[src/rtl/prod_scheduler.sv]
// Round-robin arbiter sharing the wrapper write port between the fibonacci and
// timer producers, with per-source burst quotas, backpressure and stop/drain.
module prod_scheduler #(
  parameter int DATA_W = 16,
  parameter int QW     = 4,
  parameter int CW     = 16
) (
  input  logic              clk,
  input  logic              rst,
  input  logic              enable,
  input  logic              stop,
  input  logic [QW-1:0]     quota_f,
  input  logic [QW-1:0]     quota_t,
  input  logic              buffer_full,
  input  logic              f_valid,
  input  logic [DATA_W-1:0] f_out,
  input  logic              t_valid,
  input  logic [DATA_W-1:0] t_out,
  output logic              f_en,
  output logic              t_en,
  output logic              data_1_en,
  output logic [DATA_W-1:0] data_1,
  output logic [1:0]        grant,
  output logic [CW-1:0]     f_cnt,
  output logic [CW-1:0]     t_cnt,
  output logic              done,
  output logic              err
);

  typedef enum logic [2:0] {
    IDLE   = 3'd0,
    GNT_F  = 3'd1,
    GNT_T  = 3'd2,
    SWITCH = 3'd3,
    DRAIN  = 3'd4
  } state_t;

  localparam logic          SRC_F  = 1'b0;
  localparam logic          SRC_T  = 1'b1;
  localparam logic [QW-1:0] Q_ZERO = {QW{1'b0}};
  localparam logic [QW-1:0] Q_ONE  = {{(QW-1){1'b0}}, 1'b1};
  localparam logic [CW-1:0] C_ZERO = {CW{1'b0}};

  state_t        state;
  logic          owner;      // current owner; also the source granted last
  logic [QW-1:0] qlat;
  logic [QW-1:0] burst_cnt;

  logic          active;
  logic          fwd_f;
  logic          fwd_t;
  logic          stray;
  logic          any_q;
  logic          next_src;
  logic [QW-1:0] next_q;
  logic [QW-1:0] burst_next;

  // Forwarding, produce enables and next-grant selection
  always_comb begin
    active     = (state != IDLE);
    fwd_f      = active & f_valid & (owner == SRC_F);
    fwd_t      = active & t_valid & (owner == SRC_T);
    stray      = active & ((f_valid & (owner == SRC_T)) | (t_valid & (owner == SRC_F)));
    burst_next = burst_cnt + QW'(fwd_f | fwd_t);
    // a word arriving now as the last of the burst must not trigger another
    f_en       = (state == GNT_F) & ~buffer_full & ~(f_valid & (burst_cnt == qlat - Q_ONE));
    t_en       = (state == GNT_T) & ~buffer_full & ~(t_valid & (burst_cnt == qlat - Q_ONE));
    data_1_en  = fwd_f | fwd_t;
    data_1     = (owner == SRC_T) ? t_out : f_out;
    any_q      = (quota_f != Q_ZERO) | (quota_t != Q_ZERO);
    if (owner == SRC_T) begin
      next_src = (quota_f != Q_ZERO) ? SRC_F : SRC_T;
    end else begin
      next_src = (quota_t != Q_ZERO) ? SRC_T : SRC_F;
    end
    next_q = (next_src == SRC_T) ? quota_t : quota_f;
    case (state)
      GNT_F:   grant = 2'b01;
      GNT_T:   grant = 2'b10;
      default: grant = 2'b00;
    endcase
  end

  // Scheduler state machine, counters and status flags
  always_ff @(posedge clk) begin
    if (!rst) begin
      state     <= IDLE;
      owner     <= SRC_T;
      qlat      <= Q_ZERO;
      burst_cnt <= Q_ZERO;
      f_cnt     <= C_ZERO;
      t_cnt     <= C_ZERO;
      done      <= 1'b0;
      err       <= 1'b0;
    end else begin
      done  <= 1'b0;
      f_cnt <= f_cnt + CW'(fwd_f);
      t_cnt <= t_cnt + CW'(fwd_t);
      err   <= err | stray;
      case (state)
        IDLE: begin
          if (enable && any_q) begin
            f_cnt     <= C_ZERO;
            t_cnt     <= C_ZERO;
            err       <= 1'b0;
            owner     <= next_src;
            qlat      <= next_q;
            burst_cnt <= Q_ZERO;
            state     <= (next_src == SRC_T) ? GNT_T : GNT_F;
          end
        end
        GNT_F, GNT_T: begin
          burst_cnt <= burst_next;
          if (stop) begin
            state <= DRAIN;
          end else if (burst_next == qlat) begin
            state <= SWITCH;
          end
        end
        SWITCH: begin
          if (stop) begin
            state <= DRAIN;
          end else if (enable && any_q) begin
            owner     <= next_src;
            qlat      <= next_q;
            burst_cnt <= Q_ZERO;
            state     <= (next_src == SRC_T) ? GNT_T : GNT_F;
          end else begin
            state <= IDLE;
          end
        end
        DRAIN: begin
          state <= IDLE;
          done  <= 1'b1;
        end
        default: state <= IDLE;
      endcase
    end
  end

endmodule

[config.mk]
export PLATFORM = sky130hd
export DESIGN_NAME = prod_scheduler
export DESIGN_NICKNAME = d
export VERILOG_FILES = /design/src/rtl/prod_scheduler.sv
export SDC_FILE = /design/constraint.sdc
export NUM_CORES = 1
export LEC_CHECK = 0
export BUFFER_PORTS_ARGS = -buffer_cell sky130_fd_sc_hd__buf_2
export CAP_MARGIN = 5
export CORE_ASPECT_RATIO = 0.5
export CORE_MARGIN = 1.5
export CORE_UTILIZATION = 51
export CTS_BUF_LIST = sky130_fd_sc_hd__clkbuf_2
export DETAILED_ROUTE_END_ITERATION = 8
export GPL_ROUTABILITY_DRIVEN = 1
export PLACE_DENSITY_LB_ADDON = 0.3
export SYNTH_ARGS = -nofsm -noshare
export SYNTH_HDL_FRONTEND = slang
export SYNTH_SLANG_ARGS = --single-unit
export TNS_END_PERCENT = 30
[constraint.sdc]
create_clock -name clk -period 3.1 [get_ports clk]
set_input_delay 0.62 -clock clk [delete_from_list [all_inputs] [get_ports clk]]
set_output_delay 0.62 -clock clk [all_outputs]
set_load 0.01 [all_outputs]
==> impl_metrics.yaml, run 1 <==
placed_design:
  port-buffer-count: 101
  placed_cell_area_sq_mm: 0.00322
  dp.final_hpwl_um: 5010
  finalWeightedCongestion: 0.847
die:
  fp.dieArea_sq_mm: 0.00580
  die_y_um: 54.6
  num_io_pins: 102
  die_w_um: 106
  fp.coreArea_sq_mm: 0.00502
  initial_utilization: 0.541
  rows: 18
timing:
  fin_skew_ps: 13.4
  period_share: 0.912
  max_slew_margin: 0.193
  setup_viol: 0
  grt_setup_unrepaired: "false"
  fin_tns_setup_ps: 0
  holdWs_ps: 474
  finalHoldViolations: 0
  fmax_mhz: 354
  drv_slew: 0
  tightest_slew_ps: 1210
  period_minus_slack_ps: 2830
synth:
  synth-main-ff-cell: "dfxtp_1"
  synth_commonest_cells: "dfxtp_1 (46), nor2_2 (30), xnor2_1 (24)"
  ys_ff_latch: 46
  synth_area_leaders: "dfxtp_1 (34%), xnor2_1 (7.7%), mux2_2 (7.0%)"
  syn-num-nets: 350
  synth-async-reset-ratio: 0
  synth.most_common_cell: "dfxtp_1"
  synth_area_leader_cell: "dfxtp_1"
  yosysUniqueCellTypes: 46
  yosysSeqAreaShare: 0.339
  syn_area_sq_mm: 0.00272
  synth_warnings: 0
  synth_edf_count: 0
  yosys.area.top_type_share: 0.339
  syn_inst: 296
  avgSynthCellArea_sq_um: 9.19
clock_network:
  htree_levels: 2
  worstSkewPairLatency_ps: 440
  cts_root_buf: "clkbuf_2"
  clockBufferDepth: 2
  cts_sinks: 46
  ctsHoldBuffers: 0
  post_cts_buffers: 0
  path_clk_slew_ps: 250
  numCtsBuffers: 5
  cts_resized: 0
  cts_tree: "yes"
global_routing:
  grt_usage: 0.226
  grt_pass1_vias: 2311
  antenna_found_initial: 0
  grt_max_degree: 34
  gr-total-overflow: 0
  grt_pass1_wl_um: 10200
route:
  via_per_inst: 5.40
  drt_iter0_markers: 97
  wl_um: 6440
  route.detailed.drc: 0
  wire_per_inst_um: 13.9
  firstDrtPassIters: 4
  final_antenna_net_count: 0
  vias: 2497
setup_path:
  start_kind: "flip-flop"
  arrival_ps: 2210
  crit_required_ps: 2480
  cp_num_buf_inv: 2
  critPathMaxFanout: 5
  max_stage_delay_ps: 510
  critPathCaptureType: "output pin"
  critPathTopFamily: "flip-flops"
  critical_path_class: "reg2out"
  slowest_stage: "dfxtp_1"
  cp_cell_sequence: "inv_1 > ha_1 > xnor2_1 > nor4_1 > a2111oi_0 > buf_2"
pwr:
  peakVddDrop_mv: 0.210
  p_per_area_mw_per_mm2: 429
  power_mw: 1.40
  leakagePower_nw: 1.34
final_layout:
  n_fill_cell: 431
  stdcell_area_sq_mm: 0.00327
  fin_nets: 445
  diodes: 0
  syn2layout_area_growth_pct: 20.2
  drive_gt1_frac: 0.426
outcome:
  status: "completed"
hold_path:
  hold_path.class: "in2reg"
job:
  cap_violations: 0
cell usage in the layout, fill, tap and decap left out, types with 2 or more instances in the layout:
cell        Yosys  final
a2111oi_0       2      2
a211o_1         2      2
a21oi_1        11     11
a21oi_2         2      2
and3_1          5      5
and4_1          3      3
buf_2           4    101
clkbuf_2        0      5
clkinvlp_4      0      2
dfxtp_1        46     46
ha_1            7      7
inv_1          10     10
mux2_2         17     17
nand2_1         9      9
nand2b_1        3      3
nand3_1        14     14
nand3b_1        3      3
nand4_1        10     10
nor2_1         11     11
nor2_2         30     30
nor2b_1         2      2
nor3_1          6      6
nor4_1          8      8
o211ai_1        6      6
o21ai_0         5      5
o21ai_4         3      3
o311a_1         2      2
o311ai_0        2      2
o31ai_1         4      4
o41ai_1         4      4
or2_2           3      3
or3_1           4      4
xnor2_1        24     24
xor2_1         14     14
state kept, by name, summed over array words and instances, names as in the netlist:
| name | cells |
|---|---|
| err | 1 |
| done | 1 |
| f_cnt | 16 |
| qlat | 4 |
| burst_cnt | 4 |
| t_cnt | 16 |
| state | 3 |
| owner | 1 |
cell families after synthesis:
| kind of cell | after synthesis | synth area share |
|---|---|---|
| flops | 46 | 0.339 |
| fa+ha+maj | 7 | 0.0322 |
| xor+xnor | 38 | 0.122 |
| buf+inv | 24 | 0.0502 |
| simple gates | 115 | 0.244 |
| mux | 17 | 0.0704 |
| compound gates | 49 | 0.142 |
metrics by stage:
| step | cells | setup slack [ps] | utilization |
|---|---|---|---|
| final | 462 | 272 | 0.651 |
| after global placement | 454 | 646 | 0.641 |
| after detailed placement | 454 | 578 | 0.641 |
| after floorplan | 296 | 718 | - |
| after global routing | 462 | 35.1 | 0.651 |
| after CTS | 462 | 257 | 0.651 |
final cells by class:
class,instances,area (sq um),area share
multi-input combinational,226,1660,0.508
sequential,46,921,0.282
timing repair buffer,102,513,0.157
tap,70,87.6,0.0268
inverter,10,37.5,0.0115
clock buffer,5,25.0,0.00765
clock inverter,3,23.8,0.00727
where the power goes:
part           total [mW]  switching (mW)  leakage (nW)  internal (mW)
Sequential          0.664          0.0443         0.372          0.619
Combinational       0.464           0.260         0.941          0.205
Clock               0.274           0.216        0.0256         0.0578
per-layer routing:
layer  track usage  share of wire  up-vias
met5             0              0        -
met4        0.0878          0.019        0
met3        0.0512          0.043       15
met2         0.409           0.48       62
met1         0.273           0.45     1158
li1              -              -     1262
final timing paths:
path                   from        end  slack, ps  cells past startpoint
setup / recovery    qlat[0]       t_en        270                      6
hold / removal         stop   state[2]        470                      2
setup reg to reg   state[0]   state[0]        870                      8
hold reg to reg   t_cnt[15]  t_cnt[15]        510                      2
Power figures use the tool's default switching activity.
==> inputs of run 2 (changes only) <==
--- a/config.mk
+++ b/config.mk
@@ -8,5 +8,4 @@
 export BUFFER_PORTS_ARGS = -buffer_cell sky130_fd_sc_hd__buf_2
 export CAP_MARGIN = 5
-export CORE_ASPECT_RATIO = 0.5
 export CORE_MARGIN = 1.5
 export CORE_UTILIZATION = 51
@@ -14,5 +13,5 @@
 export DETAILED_ROUTE_END_ITERATION = 8
 export GPL_ROUTABILITY_DRIVEN = 1
-export PLACE_DENSITY_LB_ADDON = 0.3
+export PLACE_DENSITY = 0.93
 export SYNTH_ARGS = -nofsm -noshare
 export SYNTH_HDL_FRONTEND = slang
==> constraint.sdc (replaced) <==
create_clock -name clk -period 3.1 [get_ports clk]
set_input_delay 0.31 -clock clk [delete_from_list [all_inputs] [get_ports clk]]
set_output_delay 0.31 -clock clk [all_outputs]
set_load 0.01 [all_outputs]
==> impl_metrics.yaml, run 2 (synthesis gave the netlist of run 1 again) <==
outcome:
  status: "completed"
global_routing:
  gr-total-overflow: 0
  grt_pass1_wl_um: 10100
  grt_pass1_vias: 2295
  antenna_found_initial: 0
  grt_usage: 0.206
  grt_max_degree: 26
pwr:
  swShare: 0.341
  peakVddDrop_mv: 0.260
  clockPowerShare: 0.226
  p_per_area_mw_per_mm2: 445
  leakagePower_nw: 1.36
  p_seq_frac: 0.449
  combPwrFrac: 0.325
  power_mw: 1.47
  switchingPower_uw: 500
  intPower_uw: 966
setup_path:
  crit_required_ps: 2790
  reg2reg_from: "state[0]"
  arrival_ps: 2120
  critPathMaxFanout: 5
  critPathLaunch: "qlat[0]"
  critical_path_class: "reg2out"
  critPathCaptureType: "output pin"
  reg2reg_depth: 8
  start_kind: "flip-flop"
timing:
  period_share: 0.783
  tightest_slew_ps: 864
  period_minus_slack_ps: 2430
  holdWs_ps: 202
  fmax_mhz: 412
  grt_setup_unrepaired: "false"
  drv_slew: 0
  finalHoldViolations: 0
  fin_skew_ps: 22.6
  max_slew_margin: 0.422
  setup_viol: 0
  fin_tns_setup_ps: 0
hold_path:
  min_path_cells: 2
  hp-start: "stop"
  hold_path.class: "in2reg"
final_layout:
  final_common_cell: "buf_2"
  n_fill_cell: 400
  drive_gt1_frac: 0.427
  fin_nets: 446
  diodes: 0
  syn2layout_area_growth_pct: 21.2
  largest_registers: "f_cnt x16, t_cnt x16"
  layout_common_cells: "buf_2 (101), dfxtp_1 (46), nor2_2 (30)"
clock_network:
  cts_sinks: 46
  cts_tree: "yes"
  numCtsBuffers: 5
  htree_levels: 2
  ctsHoldBuffers: 0
  cts_resized: 0
  worstSkewPairLatency_ps: 420
  clockBufferDepth: 2
  path_clk_slew_ps: 210
  post_cts_buffers: 0
  cts_root_buf: "clkbuf_2"
route:
  firstDrtPassIters: 4
  vias: 2545
  drt_iter0_markers: 85
  wire_per_inst_um: 12.9
  wl_um: 5980
  final_antenna_net_count: 0
  route.detailed.drc: 0
  via_per_inst: 5.50
placed_design:
  finalWeightedCongestion: 0.839
  dp.final_hpwl_um: 4650
  port-buffer-count: 101
job:
  cap_violations: 0
die:
  die_y_um: 76.0
  fp.dieArea_sq_mm: 0.00578
  rows: 26
  num_io_pins: 102
  fp.coreArea_sq_mm: 0.00511
  initial_utilization: 0.532
  die_w_um: 76.0
==> run 2: area by class of cell <==
class / instances / area (sq um) / share of cell area
inverter: 10 / 37.5 / 0.0114
multi-input combinational: 226 / 1660 / 0.504
timing repair buffer: 103 / 520 / 0.158
clock buffer: 6 / 30.0 / 0.00911
tap: 70 / 87.6 / 0.0266
sequential: 46 / 921 / 0.279
clock inverter: 2 / 37.5 / 0.0114
==> run 2: worst max-delay path: stages, from the launching register on <==
cell and delay [ps]:
dfxtp_1 480, inv_1 70, ha_1 310, xnor2_1 160, nor4_1 90, a2111oi_0 390, buf_2 210
==> run 2: worst paths after layout <==
check	slack [ps]	endpoint
worst max register to register	670	state[0]
worst min register to register	500	err
worst min-delay path	200	state[2]
worst max-delay path	670	f_en
==> run 2: power by group through the flow <==
stage | clock (mW) | combinational (mW) | sequential [mW]
CTS | 0.335 | 0.479 | 0.658
detailed placement | 0 | 0.477 | 0.669
global placement | 0 | 0.460 | 0.667
finish | 0.332 | 0.476 | 0.658
floorplan | 0 | 0.371 | 0.648
global route | 0.359 | 0.522 | 0.663
==> run 2: through the flow <==
| stage | util | worst slack (ps) | area (sq um) | std cells |
|---|---|---|---|---|
| global route | 0.645 | 444 | 3300 | 463 |
| CTS | 0.645 | 640 | 3300 | 463 |
| finish | 0.645 | 672 | 3300 | 463 |
| global placement | 0.632 | 843 | 3230 | 455 |
| floorplan | - | 718 | 2720 | 296 |
| detailed placement | 0.632 | 740 | 3230 | 455 |
==> run 2: layer usage <==
layer | GRT usage | share of wire | vias up
li1 | - | - | 1258
met1 | 0.254 | 0.45 | 1200
met2 | 0.369 | 0.49 | 79
met3 | 0.0371 | 0.049 | 8
met4 | 0.0556 | 0.011 | 0
met5 | 0 | 0 | -
==> inputs of run 3 (changes only) <==
Settings changed: ABC_AREA set to 1, CORE_UTILIZATION 51 to 46, PLACE_DENSITY 0.93 to 0.9.
Clock period 3.1 ns to 2 ns, I/O delays scaled along.
==> impl_metrics.yaml, run 3 <==
route:
  met3_length_um: 537
  route.detailed.drc: 0
  top_layer_used: "met4"
  drt_iter0_markers: 140
  drt-met1-wl_um: 2930
  wl_um: 7270
  firstDrtPassIters: 4
  wire_per_inst_um: 11.9
  routed-wl-met2_um: 3610
  final_antenna_net_count: 0
  vias: 3076
  via_per_inst: 5.04
global_routing:
  grt_pass1_vias: 2767
  antenna_found_initial: 0
  grt_usage: 0.229
  grt_pass1_wl_um: 11500
  gr-total-overflow: 0
  grt_max_degree: 20
clock_network:
  cts_sinks: 46
  cts_tree: "yes"
  clockBufferDepth: 2
  cts_root_buf: "clkbuf_2"
  worstSkewPairLatency_ps: 430
  numCtsBuffers: 5
  htree_levels: 2
  path_clk_slew_ps: 220
final_layout:
  final_util: 0.628
  diodes: 0
  fin_nets: 591
  syn2layout_area_growth_pct: 30.0
  final_common_cell: "nand2_1"
  drive_gt1_frac: 0.312
  layout_common_cells: "nand2_1 (144), buf_2 (101), inv_1 (40), nor2_1 (40), dfxtp_1 (40)"
  largest_registers: "f_cnt x16, t_cnt x16"
synth:
  synth_compound_area_frac: 0.0785
  yosys.area_share.adder: 0.0323
  synth_commonest_cells: "nand2_1 (147), inv_1 (47), dfxtp_1 (46)"
  ys_ff_latch: 46
  yosys.area_share.simple: 0.416
  yosysSeqAreaShare: 0.340
  syn_inst: 422
  synth_xor_area_frac: 0.0453
  synth_top_family_by_area: "simple AND/OR/NAND/NOR gates"
  synth_edf_count: 0
  syn-num-nets: 476
  yosys.area.top_type_share: 0.340
  synth.most_common_cell: "nand2_1"
  yosysUniqueCellTypes: 33
  synth_area_leader_cell: "dfxtp_1"
  synth-async-reset-ratio: 0
  syn_area_sq_mm: 0.00271
  synthMuxAreaShare: 0
  synth_area_leaders: "dfxtp_1 (34%), nand2_1 (20%), inv_1 (6.5%)"
  synth-main-ff-cell: "dfxtp_1"
  avgSynthCellArea_sq_um: 6.42
  synth_warnings: 0
pwr:
  clockPowerShare: 0.136
  switchingPower_mw: 1.23
  combPwrFrac: 0.495
  p_seq_frac: 0.369
  leakagePower_nw: 1.74
  swShare: 0.431
  peakVddDrop_mv: 0.478
  p_per_area_mw_per_mm2: 811
  intPower_mw: 1.63
setup_path:
  max_stage_delay_ps: 390
  critPathMaxFanout: 3
  crit_required_ps: 1800
  critical_path_class: "reg2out"
  critPathCaptureType: "output pin"
  cp_cell_sequence: "inv_2 > ha_4 > xnor2_1 > a21oi_1 > nand3_1 > o21ai_1 > nor2_1 > buf_2"
  slowest_stage: "dfxtp_2"
  start_kind: "flip-flop"
  arrival_ps: 1770
  cp_num_buf_inv: 2
  critPathTopFamily: "flip-flops"
timing:
  fmax_mhz: 508
  grt_setup_unrepaired: "true"
  max_slew_margin: 0.720
  period_minus_slack_ps: 1970
  setup_viol: 0
  tightest_slew_ps: 419
  finalHoldViolations: 0
  period_share: 0.985
  fin_skew_ps: 23.2
  fin_tns_setup_ps: 0
  drv_slew: 0
die:
  num_io_pins: 102
  die_y_um: 79.7
  fp.dieArea_sq_mm: 0.00636
  initial_utilization: 0.483
  rows: 27
  fp.coreArea_sq_mm: 0.00561
  die_w_um: 79.7
job:
  cap_violations: 0
placed_design:
  finalWeightedCongestion: 0.915
  port-buffer-count: 101
  dp.final_hpwl_um: 5360
hold_path:
  hold_path.class: "in2reg"
outcome:
  status: "completed"
run 3: through the flow:
stage                     worst slack, ps  hold slack (ps)  power (mW)  instance area, sq um  instances
after floorplan                      17.9              299        1.92                  2710        422
after global placement                137              450        2.25                  3310        594
after detailed placement             4.45              456        2.30                  3310        594
after CTS                            2.12             29.6        2.78                  3430        608
after global routing                 -100             20.1        3.06                  3520        610
final                                30.0             61.3        2.86                  3520        610
run 3: what timing repair did:
item	CTS	global route
buffers inserted	5	2
resized for setup	11	27
hold buffers	1	0
hold endpoints to repair	1	0
setup endpoints to repair	4	13
pin swaps	3	14
run 3: area by class of cell:
| class | count | area [sq um] |
|---|---|---|
| well taps | 72 | 90.1 |
| clock inverters | 3 | 16.3 |
| multi-input cells | 317 | 1650 |
| fillers | 513 | 2090 |
| inverters | 52 | 198 |
| repair buffers | 115 | 613 |
| clock buffers | 5 | 25.0 |
| flip-flops and latches | 46 | 931 |
run 3: worst reg2reg max path: stages, from the launching register on:
cell     delay [ps]
dfxtp_2         380
inv_2            70
nand2_4          70
nor2_4          110
a21oi_2          50
ha_2            200
ha_4            280
inv_2            30
nand2_2          40
nand2_1          50
nor2_1          120
nand3_2         100
a21oi_2         170
nand2_1          70
a21oi_1         140
run 3: power by group through the flow:
stage / combinational, mW / clock (mW) / sequential, mW
final: 1.41 / 0.389 / 1.05
after global routing: 1.57 / 0.430 / 1.06
after detailed placement: 1.24 / 0 / 1.06
after CTS: 1.34 / 0.395 / 1.04
after global placement: 1.19 / 0 / 1.06
after floorplan: 0.871 / 0 / 1.05
run 3: metal layers:
| metal | vias up | track usage |
|---|---|---|
| met5 | - | 0 |
| li1 | 1562 | - |
| met4 | 0 | 0.0810 |
| met3 | 20 | 0.0526 |
| met2 | 152 | 0.406 |
| met1 | 1342 | 0.267 |
run 3: final timing paths:
check / start / endpoint / slack, ps / depth (start not counted)
max: qlat[1] / t_en / 30 / 8
min: stop / state[2] / 60 / 3
max reg2reg: state[0] / state[0] / 60 / 14
min reg2reg: f_cnt[15] / f_cnt[15] / 490 / 2
run 3: logic make-up (layout without fill, tap and decap cells):
family | Yosys count | count (layout)
xor+xnor | 14 | 14
buf+inv | 59 | 175
simple gates | 257 | 257
flops | 46 | 46
fa+ha+maj | 7 | 7
compound gates | 39 | 39
